$ cat src/rtl/rgb_ram_writer.sv
// Raster pixel stream to block-addressed RAM writes for the column RAM bank.
// Reports frame completion, early restarts (short_frame) and trailing pixels (overflow).
module rgb_ram_writer #(
  parameter int unsigned NB_BLOCKS        = 15,
  parameter int unsigned PIXELS_PER_BLOCK = 80
) (
  input  logic        clk,
  input  logic        nrst,
  input  logic [23:0] rgb_data,
  input  logic        rgb_valid,
  input  logic        rgb_sof,
  output logic [3:0]  block_number,
  output logic [6:0]  pixel_number,
  output logic [23:0] ram_data,
  output logic        block_write_enable,
  output logic        frame_done,
  output logic        short_frame,
  output logic        overflow
);

  localparam logic [1:0] IDLE = 2'd0;
  localparam logic [1:0] FILL = 2'd1;
  localparam logic [1:0] DONE = 2'd2;

  localparam logic [3:0] LAST_BLK = 4'(NB_BLOCKS - 1);
  localparam logic [6:0] LAST_PIX = 7'(PIXELS_PER_BLOCK - 1);

  logic [1:0] state;
  logic [3:0] blk;
  logic [6:0] pix;

  logic       start;
  logic       accept;
  logic       last;
  logic [3:0] wblk;
  logic [6:0] wpix;

  // A valid SOF overrides the running counters in every state, so the write
  // address is selected here and the counters advance from it.
  always_comb begin
    start  = rgb_valid & rgb_sof;
    accept = start | (rgb_valid & (state == FILL));
    wblk   = start ? '0 : blk;
    wpix   = start ? '0 : pix;
    last   = (wblk == LAST_BLK) && (wpix == LAST_PIX);
  end

  always_ff @(posedge clk or negedge nrst) begin
    if (!nrst) begin
      state              <= IDLE;
      blk                <= '0;
      pix                <= '0;
      block_number       <= '0;
      pixel_number       <= '0;
      ram_data           <= '0;
      block_write_enable <= 1'b0;
      frame_done         <= 1'b0;
      short_frame        <= 1'b0;
      overflow           <= 1'b0;
    end else begin
      block_write_enable <= accept;
      frame_done         <= accept & last;
      short_frame        <= start & (state == FILL) & ~last;

      if (start) begin
        overflow <= 1'b0;
      end else if (rgb_valid && (state == DONE)) begin
        overflow <= 1'b1;
      end

      if (accept) begin
        block_number <= wblk;
        pixel_number <= wpix;
        ram_data     <= rgb_data;
        if (last) begin
          blk   <= '0;
          pix   <= '0;
          state <= DONE;
        end else if (wpix == LAST_PIX) begin
          blk   <= wblk + 4'd1;
          pix   <= '0;
          state <= FILL;
        end else begin
          blk   <= wblk;
          pix   <= wpix + 7'd1;
          state <= FILL;
        end
      end
    end
  end

endmodule
$ cat config.mk
export PLATFORM = sky130hd
export DESIGN_NAME = rgb_ram_writer
export DESIGN_NICKNAME = d
export VERILOG_FILES = /design/src/rtl/rgb_ram_writer.sv
export SDC_FILE = /design/constraint.sdc
export NUM_CORES = 1
export LEC_CHECK = 0
export BUFFER_PORTS_ARGS = -buffer_cell sky130_fd_sc_hd__buf_2
export CORE_ASPECT_RATIO = 0.8
export CORE_MARGIN = 1.5
export CORE_UTILIZATION = 55
export DETAILED_ROUTE_END_ITERATION = 6
export PLACE_DENSITY = 0.84
export SETUP_SLACK_MARGIN = 0.3
export SYNTH_ARGS = -nofsm -noshare
export SYNTH_HDL_FRONTEND = slang
export SYNTH_SLANG_ARGS = --single-unit
$ cat constraint.sdc
create_clock -name clk -period 3.38 [get_ports clk]
set_input_delay 0.169 -clock clk [delete_from_list [all_inputs] [get_ports clk]]
set_output_delay 0.169 -clock clk [all_outputs]
set_load 0.02 [all_outputs]
==> impl_metrics.json, run 1 <==
{
  "synth_nets": 265,
  "netlist_area_um2": 2240,
  "avgSynthCellArea_um2": 9.59,
  "rrSetupSlack_ns": 1.43,
  "clockBufferDepth": 2,
  "avgRoutedWirePerCell_um": 13.1,
  "worstSetupPathType": "reg2reg",
  "relSlewSlack_pct": 63.9,
  "yosysWarningCount": 0,
  "num_io_pins": 67,
  "root_buffer": "clkbuf_8",
  "tritoncts": "done",
  "final_common_cell": "nand2_1",
  "worstMarginPinSlew_ns": 0.541,
  "seq_power_share_pct": 52.0,
  "cp-start-kind": "flop",
  "skew_ns": 0.00601,
  "hpwlAfterDp_um": 3190,
  "yosysUniqueCellTypes": 38,
  "grt_max_degree": 38,
  "clk_pin_slew_worst_paths_ns": 0.09,
  "routed_wl_um": 4680,
  "cpMaxStageDelayCell": "inv_2",
  "max-cap-violations": 0,
  "top_usage_layer": "met2",
  "postRouteAntennaNets": 0,
  "first_iter_violations": 151,
  "p_per_area_nw_per_um2": 485,
  "grt_antenna_before_repair": 0,
  "synth_edf_count": 0,
  "die_w_um": 74.4,
  "via_count": 1822,
  "fin_crit_ns": 1.95,
  "diodes": 0,
  "yosysTopAreaCell": "dfrtp_1",
  "crit-reg2reg-launch": "state[1]$_DFFE_PN0P_",
  "die_y_um": 60.1,
  "numCtsBuffers": 5,
  "postCtsSetupBuffers": 0,
  "met1_usage_pct": 30.3,
  "firstDrtPassIters": 4,
  "grt_pass1_vias": 1614,
  "row_count": 20,
  "die-area_um2": 4470,
  "p_switching_mw": 0.356,
  "core_um2": 3850,
  "worstHoldEndpoint": "ram_data[18]$_DFFE_PN0P_",
  "ir_drop_mv": 0.319,
  "area_growth_pct": 21.9,
  "initial_utilization_pct": 58.2,
  "drive_gt1_share_pct": 28.6,
  "p_comb_share_pct": 14.3,
  "sw_frac_of_total_pct": 26.8,
  "synth_area_leaders": "dfrtp_1, nand2_1, a21oi_1, o21ai_0, ha_1",
  "grt_first_pass_wirelength_um": 7450,
  "p_int_mw": 0.970,
  "numClockSinks": 52,
  "max_stage_delay_ns": 0.45,
  "use_met2_pct": 35.8,
  "synth_ff_type": "dfrtp_1",
  "cts_htree_levels": 2,
  "hold_class": "in2reg",
  "design_area_um2": 2740,
  "fin_crit_sh_pct": 57.8,
  "grt_util_met3_pct": 7.93,
  "ys_seq_area_share_pct": 58.0,
  "place_area_um2": 2600,
  "rsz0062_at_grt": "false",
  "hp-start": "rgb_data[18]",
  "ys_seq_elements": 52,
  "tns_ns": 0,
  "hold_violations": 0,
  "setup_viol": 0,
  "status": "finished, final reports clean",
  "r2r_cells": 6,
  "fin_nets": 331,
  "crit_fanout": 37,
  "port_buffers": 66,
  "required_ns": 3.58,
  "final_cell_mix": "nand2_1, buf_2, dfrtp_1, a21oi_1, o21ai_0",
  "drv_slew": 0,
  "gr-usage-all-layers_pct": 23.0,
  "endpoint_kind": "flop",
  "cts_resized": 0,
  "yosysTopAreaCellShare_pct": 58.0,
  "total_leakage_power_nw": 1.48,
  "reg2reg_to": "pix[6]$_DFFE_PN0P_",
  "p_clk_share_pct": 33.7,
  "cp-startpoint": "state[1]$_DFFE_PN0P_",
  "viasPerCell": 5.12,
  "synth_async_sr_flop_share_pct": 100,
  "maxClockFrequency_mhz": 512,
  "crit_chain": "nor2b_2 > o21ai_4 > buf_4 > inv_2 > o21ai_0 > a32o_1",
  "overflow": 0,
  "routabilityCongestion": 0.878,
  "synthCells": 234,
  "arrival_ns": 2.16,
  "hold_depth": 3,
  "worstSkewPairLatency_ns": 0.31,
  "drc": 0
}
-- Yosys cell counts (3+ instances only) --
cell type,n
a21oi_1,12
a31oi_1,4
and2_1,3
buf_2,7
dfrtp_1,52
ha_1,3
inv_1,5
nand2_1,95
nand2b_1,4
nand3_1,3
nor3_1,3
o21ai_0,10
-- metal layers --
layer,wire length [um],vias to the layer above,share of wire [%]
li1,-,902,-
met1,2140,867,46
met2,2230,47,48
met3,238,6,5.1
met4,63,0,1.3
met5,0,-,0
-- state kept, by name (all words and copies together), names as in the netlist --
signal and flops:
short_frame 1, ram_data 24, state 2, frame_done 1
pix 7, pixel_number 7, block_number 4, overflow 1
block_write_enable 1, blk 4
-- worst max-delay path, delay by kind of cell (launching register included) --
| kind | cells | cell delay, ns |
|---|---|---|
| flip-flops | 1 | 0.44 |
| buffers and inverters | 2 | 0.70 |
| AND/OR/NAND/NOR | 1 | 0.21 |
| AO/OA/AOI/OAI | 3 | 0.48 |
-- what timing repair did --
| item | 4_1_cts | 5_1_grt |
|---|---|---|
| endpoints found under the setup margin | 0 | 0 |
| hold buffers | 1 | 0 |
| hold endpoints to repair | 22 | 0 |
-- power groups by stage --
stage          clock (mW)  sequential, mW  combinational, mW
3_5_place_dp            0           0.702              0.190
5_1_grt             0.484           0.695              0.210
6_report            0.447           0.690              0.189
3_3_place_gp            0           0.700              0.185
4_1_cts             0.456           0.690              0.192
2_1_floorplan           0           0.740             0.0702
-- area by class of cell --
class,count,area [um^2]
Clock buffer,6,82.6
Clock inverter,2,38.8
Fill cell,310,1120
Inverter,6,22.5
Multi-Input combinational cell,166,866
Sequential cell,52,1300
Tap cell,55,68.8
Timing Repair Buffer,69,355
-- cells by family after synthesis --
family,synth area share (%)
flops,58.0
fa+ha+maj,1.67
simple gates,26.3
compound gates,9.15
buf+inv,3.40
mux,1.45
-- how the worst max path moves through the flow --
stage	to	slack [ns]
2_1_floorplan	blk[0]$_DFFE_PN0P_	1.63
3_3_place_gp	block_number[1]$_DFFE_PN0P_	1.54
3_5_place_dp	pix[6]$_DFFE_PN0P_	1.48
4_1_cts	pix[6]$_DFFE_PN0P_	1.46
5_1_grt	pix[6]$_DFFE_PN0P_	1.30
6_report	pix[6]$_DFFE_PN0P_	1.43
-- stage by stage --
| step | cells | setup slack [ns] | total power, mW | utilization, % | hold slack, ns |
|---|---|---|---|---|---|
| floorplan | 234 | 1.63 | 0.810 | - | -0.127 |
| global placement | 347 | 1.54 | 0.885 | 67.6 | 0.161 |
| detailed placement | 347 | 1.48 | 0.891 | 67.6 | 0.167 |
| CTS | 356 | 1.46 | 1.34 | 71.0 | 0.0340 |
| global route | 356 | 1.30 | 1.39 | 71.0 | 0.0276 |
| finish | 356 | 1.43 | 1.33 | 71.0 | 0.0399 |
(Power assumes the default switching activity.)
==> run 2, diff against run 1 <==
--- a/config.mk
+++ b/config.mk
@@ -8,9 +8,9 @@
 export BUFFER_PORTS_ARGS = -buffer_cell sky130_fd_sc_hd__buf_2
 export CORE_ASPECT_RATIO = 0.8
 export CORE_MARGIN = 1.5
-export CORE_UTILIZATION = 55
+export CORE_UTILIZATION = 51
 export DETAILED_ROUTE_END_ITERATION = 6
-export PLACE_DENSITY = 0.84
+export PLACE_DENSITY = 0.79
 export SETUP_SLACK_MARGIN = 0.3
 export SYNTH_ARGS = -nofsm -noshare
 export SYNTH_HDL_FRONTEND = slang
==> constraint.sdc (replaced) <==
create_clock -name clk -period 1.8 [get_ports clk]
set_input_delay 0.09 -clock clk [delete_from_list [all_inputs] [get_ports clk]]
set_output_delay 0.09 -clock clk [all_outputs]
set_load 0.02 [all_outputs]
==> impl_metrics.json, run 2 (synthesis results as in run 1) <==
{
  "status": "finished, final reports clean",
  "tritoncts": "done",
  "regMostFlops": "ram_data",
  "hpwlAfterDp_um": 3260,
  "worstSkewPairLatency_ns": 0.32,
  "drive_gt1_share_pct": 35.0,
  "tns_ns": 0,
  "ir_drop_mv": 0.617,
  "final_common_cell": "nand2_1",
  "setup_viol": 0,
  "multi_input_area_um2": 963,
  "die-area_um2": 4810,
  "required_ns": 2.07,
  "cp-start-kind": "flop",
  "fin_crit_ns": 1.54,
  "clk_pin_slew_worst_paths_ns": 0.10,
  "hold_violations": 0,
  "via_count": 2036,
  "drv_slew": 0,
  "drc": 0,
  "cpMaxStageDelayCell": "dfrtp_1",
  "fin_crit_sh_pct": 85.7,
  "area_growth_pct": 43.8,
  "viasPerCell": 5.09,
  "n_fill_cell": 275,
  "die_w_um": 77.2,
  "routabilityCongestion": 0.797,
  "max_stage_delay_ns": 0.37,
  "cts_htree_levels": 2,
  "final_cell_mix": "nand2_1, buf_2, dfrtp_1, dlygate4sd3_1, buf_4",
  "postRouteAntennaNets": 0,
  "relSlewSlack_pct": 68.0,
  "first_iter_violations": 175,
  "numCtsBuffers": 5,
  "hold_slack_ns": 0.162,
  "final_cells": 400,
  "gr-usage-all-layers_pct": 23.6,
  "num_io_pins": 67,
  "total_leakage_power_nw": 1.69,
  "p_per_area_nw_per_um2": 803,
  "dpl.cell_count": 353,
  "clockBufferDepth": 2,
  "hold_class": "in2reg",
  "skew_ns": 0.0111,
  "area.sequential_um2": 1300,
  "grt_max_degree": 40,
  "crit_fanout": 5,
  "root_buffer": "clkbuf_8",
  "grt_antenna_before_repair": 0,
  "grt_first_pass_wirelength_um": 8800,
  "endpoint_kind": "flop",
  "numClockSinks": 52,
  "diodes": 0,
  "row_count": 21,
  "routed_wl_um": 5760,
  "rsz0062_at_grt": "true",
  "firstDrtPassIters": 4,
  "worstMarginPinSlew_ns": 0.480,
  "arrival_ns": 1.81,
  "max-cap-violations": 0,
  "die_y_um": 62.3,
  "fin_nets": 373,
  "place_area_um2": 2680,
  "grt_pass1_vias": 1850,
  "initial_utilization_pct": 53.4,
  "crit_chain": "and2_4 > ha_4 > nand4_1 > buf_4 > nor3_4 > a21o_1",
  "avgRoutedWirePerCell_um": 14.4,
  "worstSetupPathType": "reg2reg",
  "maxClockFrequency_mhz": 648,
  "overflow": 0,
  "reg.largest.list": "ram_data: 24 flops, pix: 7 flops, pixel_number: 7 flops",
  "largest_register_ff_count": 24,
  "finalPower_mw": 2.59,
  "design_area_um2": 3230,
  "port_buffers": 66,
  "core_um2": 4200
}
==> run 2: worst max-delay path, delay by kind of cell, from the launching register on <==
| family | cells | cell delay (ns) |
|---|---|---|
| buffers and inverters | 1 | 0.25 |
| AND/OR/NAND/NOR | 3 | 0.63 |
| flip-flops | 1 | 0.37 |
| AO/OA/AOI/OAI | 1 | 0.10 |
| adder cells (fa/ha/maj) | 1 | 0.14 |
==> run 2: metal layers <==
layer | vias to the layer above | part of all wire [%] | track usage [%]
met5 | - | 0 | 0
met4 | 0 | 2.4 | 10.2
met3 | 11 | 4.4 | 4.56
met2 | 67 | 51 | 37.1
met1 | 971 | 43 | 32.0
li1 | 987 | - | -
==> run 2: through the flow <==
stage	util [%]	setup WS (ns)
2_1_floorplan	-	0.307
3_3_place_gp	63.7	0.219
3_5_place_dp	63.7	0.164
4_1_cts	73.4	0.308
5_1_grt	76.7	0.187
6_report	76.7	0.257
==> run 2: path summary, 6_finish.rpt <==
check                                         start  cells past startpoint  slack, ns                       end
min                                       rgb_valid                      3       0.16      overflow$_DFFE_PN0P_
max                              blk[1]$_DFFE_PN0P_                      6       0.26      state[1]$_DFFE_PN0P_
max reg2reg                      blk[1]$_DFFE_PN0P_                      6       0.26      state[1]$_DFFE_PN0P_
max in group asynchronous                      nrst                      3       1.10        pix[2]$_DFFE_PN0P_
min reg2reg                ram_data[17]$_DFFE_PN0P_                      2       0.48  ram_data[17]$_DFFE_PN0P_
min in group asynchronous                      nrst                      2       0.20  ram_data[12]$_DFFE_PN0P_
==> run 2: cell type report <==
cell class / instances / area share, %
inverters: 6 / 0.853
flip-flops and latches: 52 / 40.3
repair buffers: 111 / 23.3
clock inverters: 3 / 1.32
well taps: 57 / 2.21
multi-input cells: 166 / 29.9
clock buffers: 5 / 2.13
==> run 2: power by group <==
group / internal (mW) / switching [mW]
sequential: 1.25 / 0.0522
clock: 0.412 / 0.404
combinational: 0.205 / 0.271
==> run 2: what timing repair did <==
item                                   CTS  global route
setup endpoints to repair                8            11
buffers inserted                         5             9
hold buffers                            25             0
endpoints found under the hold margin   37             0
pin swaps                                1             6
resized for setup                        3            21
==> run 3, diff against run 2 <==
--- a/config.mk
+++ b/config.mk
@@ -5,7 +5,7 @@
 export SDC_FILE = /design/constraint.sdc
 export NUM_CORES = 1
 export LEC_CHECK = 0
-export BUFFER_PORTS_ARGS = -buffer_cell sky130_fd_sc_hd__buf_2
+export BUFFER_PORTS_ARGS = -buffer_cell sky130_fd_sc_hd__buf_4
 export CORE_ASPECT_RATIO = 0.8
 export CORE_MARGIN = 1.5
 export CORE_UTILIZATION = 51
==> impl_metrics.json, run 3 (synthesis results as in run 1) <==
{
  "grt_antenna_before_repair": 0,
  "overflow": 0,
  "p_per_area_nw_per_um2": 809,
  "max_stage_delay_ns": 0.37,
  "max-cap-violations": 0,
  "clk_pin_slew_worst_paths_ns": 0.09,
  "dpl.cell_count": 353,
  "endpoint_kind": "flop",
  "reg.largest.list": "ram_data: 24 flops, pix: 7 flops, pixel_number: 7 flops",
  "port_buffers": 66,
  "via_count": 2007,
  "skew_ns": 0.0101,
  "arrival_ns": 1.72,
  "regMostFlops": "ram_data",
  "setup_ws_ns": 0.273,
  "hold_slack_ns": 0.0209,
  "maxClockFrequency_mhz": 655,
  "pre_cts_ws_ns": 0.152,
  "crit_fanout": 5,
  "core_um2": 4200,
  "hpwlAfterDp_um": 3460,
  "root_buffer": "clkbuf_8",
  "ir_drop_mv": 0.559,
  "die_w_um": 77.2,
  "routed_wl_um": 5900,
  "required_ns": 1.99,
  "fin_crit_sh_pct": 84.8,
  "postRouteAntennaNets": 0,
  "avgRoutedWirePerCell_um": 15.0,
  "grt_first_pass_wirelength_um": 9710,
  "firstDrtPassIters": 4,
  "cts_htree_levels": 2,
  "die_y_um": 62.3,
  "clockBufferDepth": 2,
  "rsz0062_at_grt": "true",
  "drive_gt1_share_pct": 31.8,
  "area_growth_pct": 47.3,
  "numClockSinks": 52,
  "worstSkewPairLatency_ns": 0.31,
  "tns_ns": 0,
  "tritoncts": "done",
  "hold_class": "in2reg",
  "die-area_um2": 4810,
  "largest_register_ff_count": 24,
  "worstSetupPathType": "reg2reg",
  "diodes": 0,
  "fin_nets": 367,
  "cp-start-kind": "flop",
  "status": "finished, final reports clean",
  "initial_utilization_pct": 53.4,
  "grt_max_degree": 53,
  "drv_slew": 0,
  "final_cells": 394,
  "final_common_cell": "nand2_1",
  "numCtsBuffers": 5,
  "cpMaxStageDelayCell": "dfrtp_1",
  "num_io_pins": 67,
  "routabilityCongestion": 0.870,
  "fin_crit_ns": 1.53,
  "grt_pass1_vias": 2078,
  "total_leakage_power_nw": 1.69,
  "setup_viol": 0,
  "hold_violations": 0,
  "row_count": 21,
  "worstMarginPinSlew_ns": 0.640,
  "drc": 0,
  "relSlewSlack_pct": 57.4,
  "first_iter_violations": 94,
  "gr-usage-all-layers_pct": 25.9,
  "viasPerCell": 5.09,
  "crit_chain": "and2_4 > ha_4 > nand3_4 > nand3b_4 > a211oi_1 > o22ai_1",
  "final_cell_mix": "nand2_1, buf_4, dfrtp_1, dlygate4sd3_1, a21oi_1"
}
==> run 3: changes by cell type in the layout (fill, tap and decap cells not counted), sizes merged <==
| cell | before | now |
|---|---|---|
| dlygate4sd3 | 25 | 24 |
| clkinvlp | 1 | 0 |
| clkbuf | 5 | 6 |
| buf | 86 | 81 |
==> run 3: power breakdown <==
part           total, mW  switching, mW  internal, mW
logic              0.530          0.277         0.253
registers           1.30         0.0565          1.25
clock network      0.841          0.386         0.455
total               2.67          0.720          1.95
==> run 3: final timing paths <==
kind | endpoint | cells after the start | slack, ns | from
setup / recovery | blk[3]$_DFFE_PN0P_ | 6 | 0.27 | pix[1]$_DFFE_PN0P_
hold / removal | ram_data[18]$_DFFE_PN0P_ | 3 | 0.02 | rgb_data[18]
setup reg to reg | blk[3]$_DFFE_PN0P_ | 6 | 0.27 | pix[1]$_DFFE_PN0P_
hold reg to reg | ram_data[5]$_DFFE_PN0P_ | 2 | 0.49 | ram_data[5]$_DFFE_PN0P_
max in group asynchronous | overflow$_DFFE_PN0P_ | 2 | 1.03 | nrst
min in group asynchronous | ram_data[4]$_DFFE_PN0P_ | 2 | 0.34 | nrst
==> run 3: per-stage QoR <==
step / total power, mW / instance area (um^2) / util (%)
floorplan: 1.54 / 2280 / -
global placement: 1.74 / 2830 / 67.3
detailed placement: 1.76 / 2830 / 67.3
CTS: 2.66 / 3230 / 76.9
global route: 2.79 / 3300 / 78.6
finish: 2.67 / 3300 / 78.6
==> run 3: layout make-up <==
class,instances,area [um^2]
clock buffer,6,82.6
clock inverter,2,38.8
timing repair buffer,105,860
fill,275,900
multi-input combinational,166,926
tap,57,71.3
inverter,6,25.0
sequential,52,1300
==> run 3: critical path, delay by kind of cell, from the launching register on <==
family / cells / cell delay [ns]
AO/OA/AOI/OAI: 2 / 0.41
adder cells (fa/ha/maj): 1 / 0.15
flip-flops: 1 / 0.37
AND/OR/NAND/NOR: 3 / 0.47
==> run 3: layer usage <==
metal / part of all wire, % / vias up / GRT usage (%)
met2: 53 / 56 / 44.1
met5: 0 / - / 0
met4: 2.2 / 0 / 10.9
met3: 4.2 / 12 / 5.15
met1: 41 / 969 / 32.3
li1: - / 970 / -
==> run 3: repair_timing <==
action / CTS / global route
hold endpoints to repair: 75 / 0
hold buffers: 24 / 0
gates resized for setup: 2 / 12
buffers inserted: 5 / 4
pin swaps: 2 / 3
setup endpoints to repair: 5 / 35
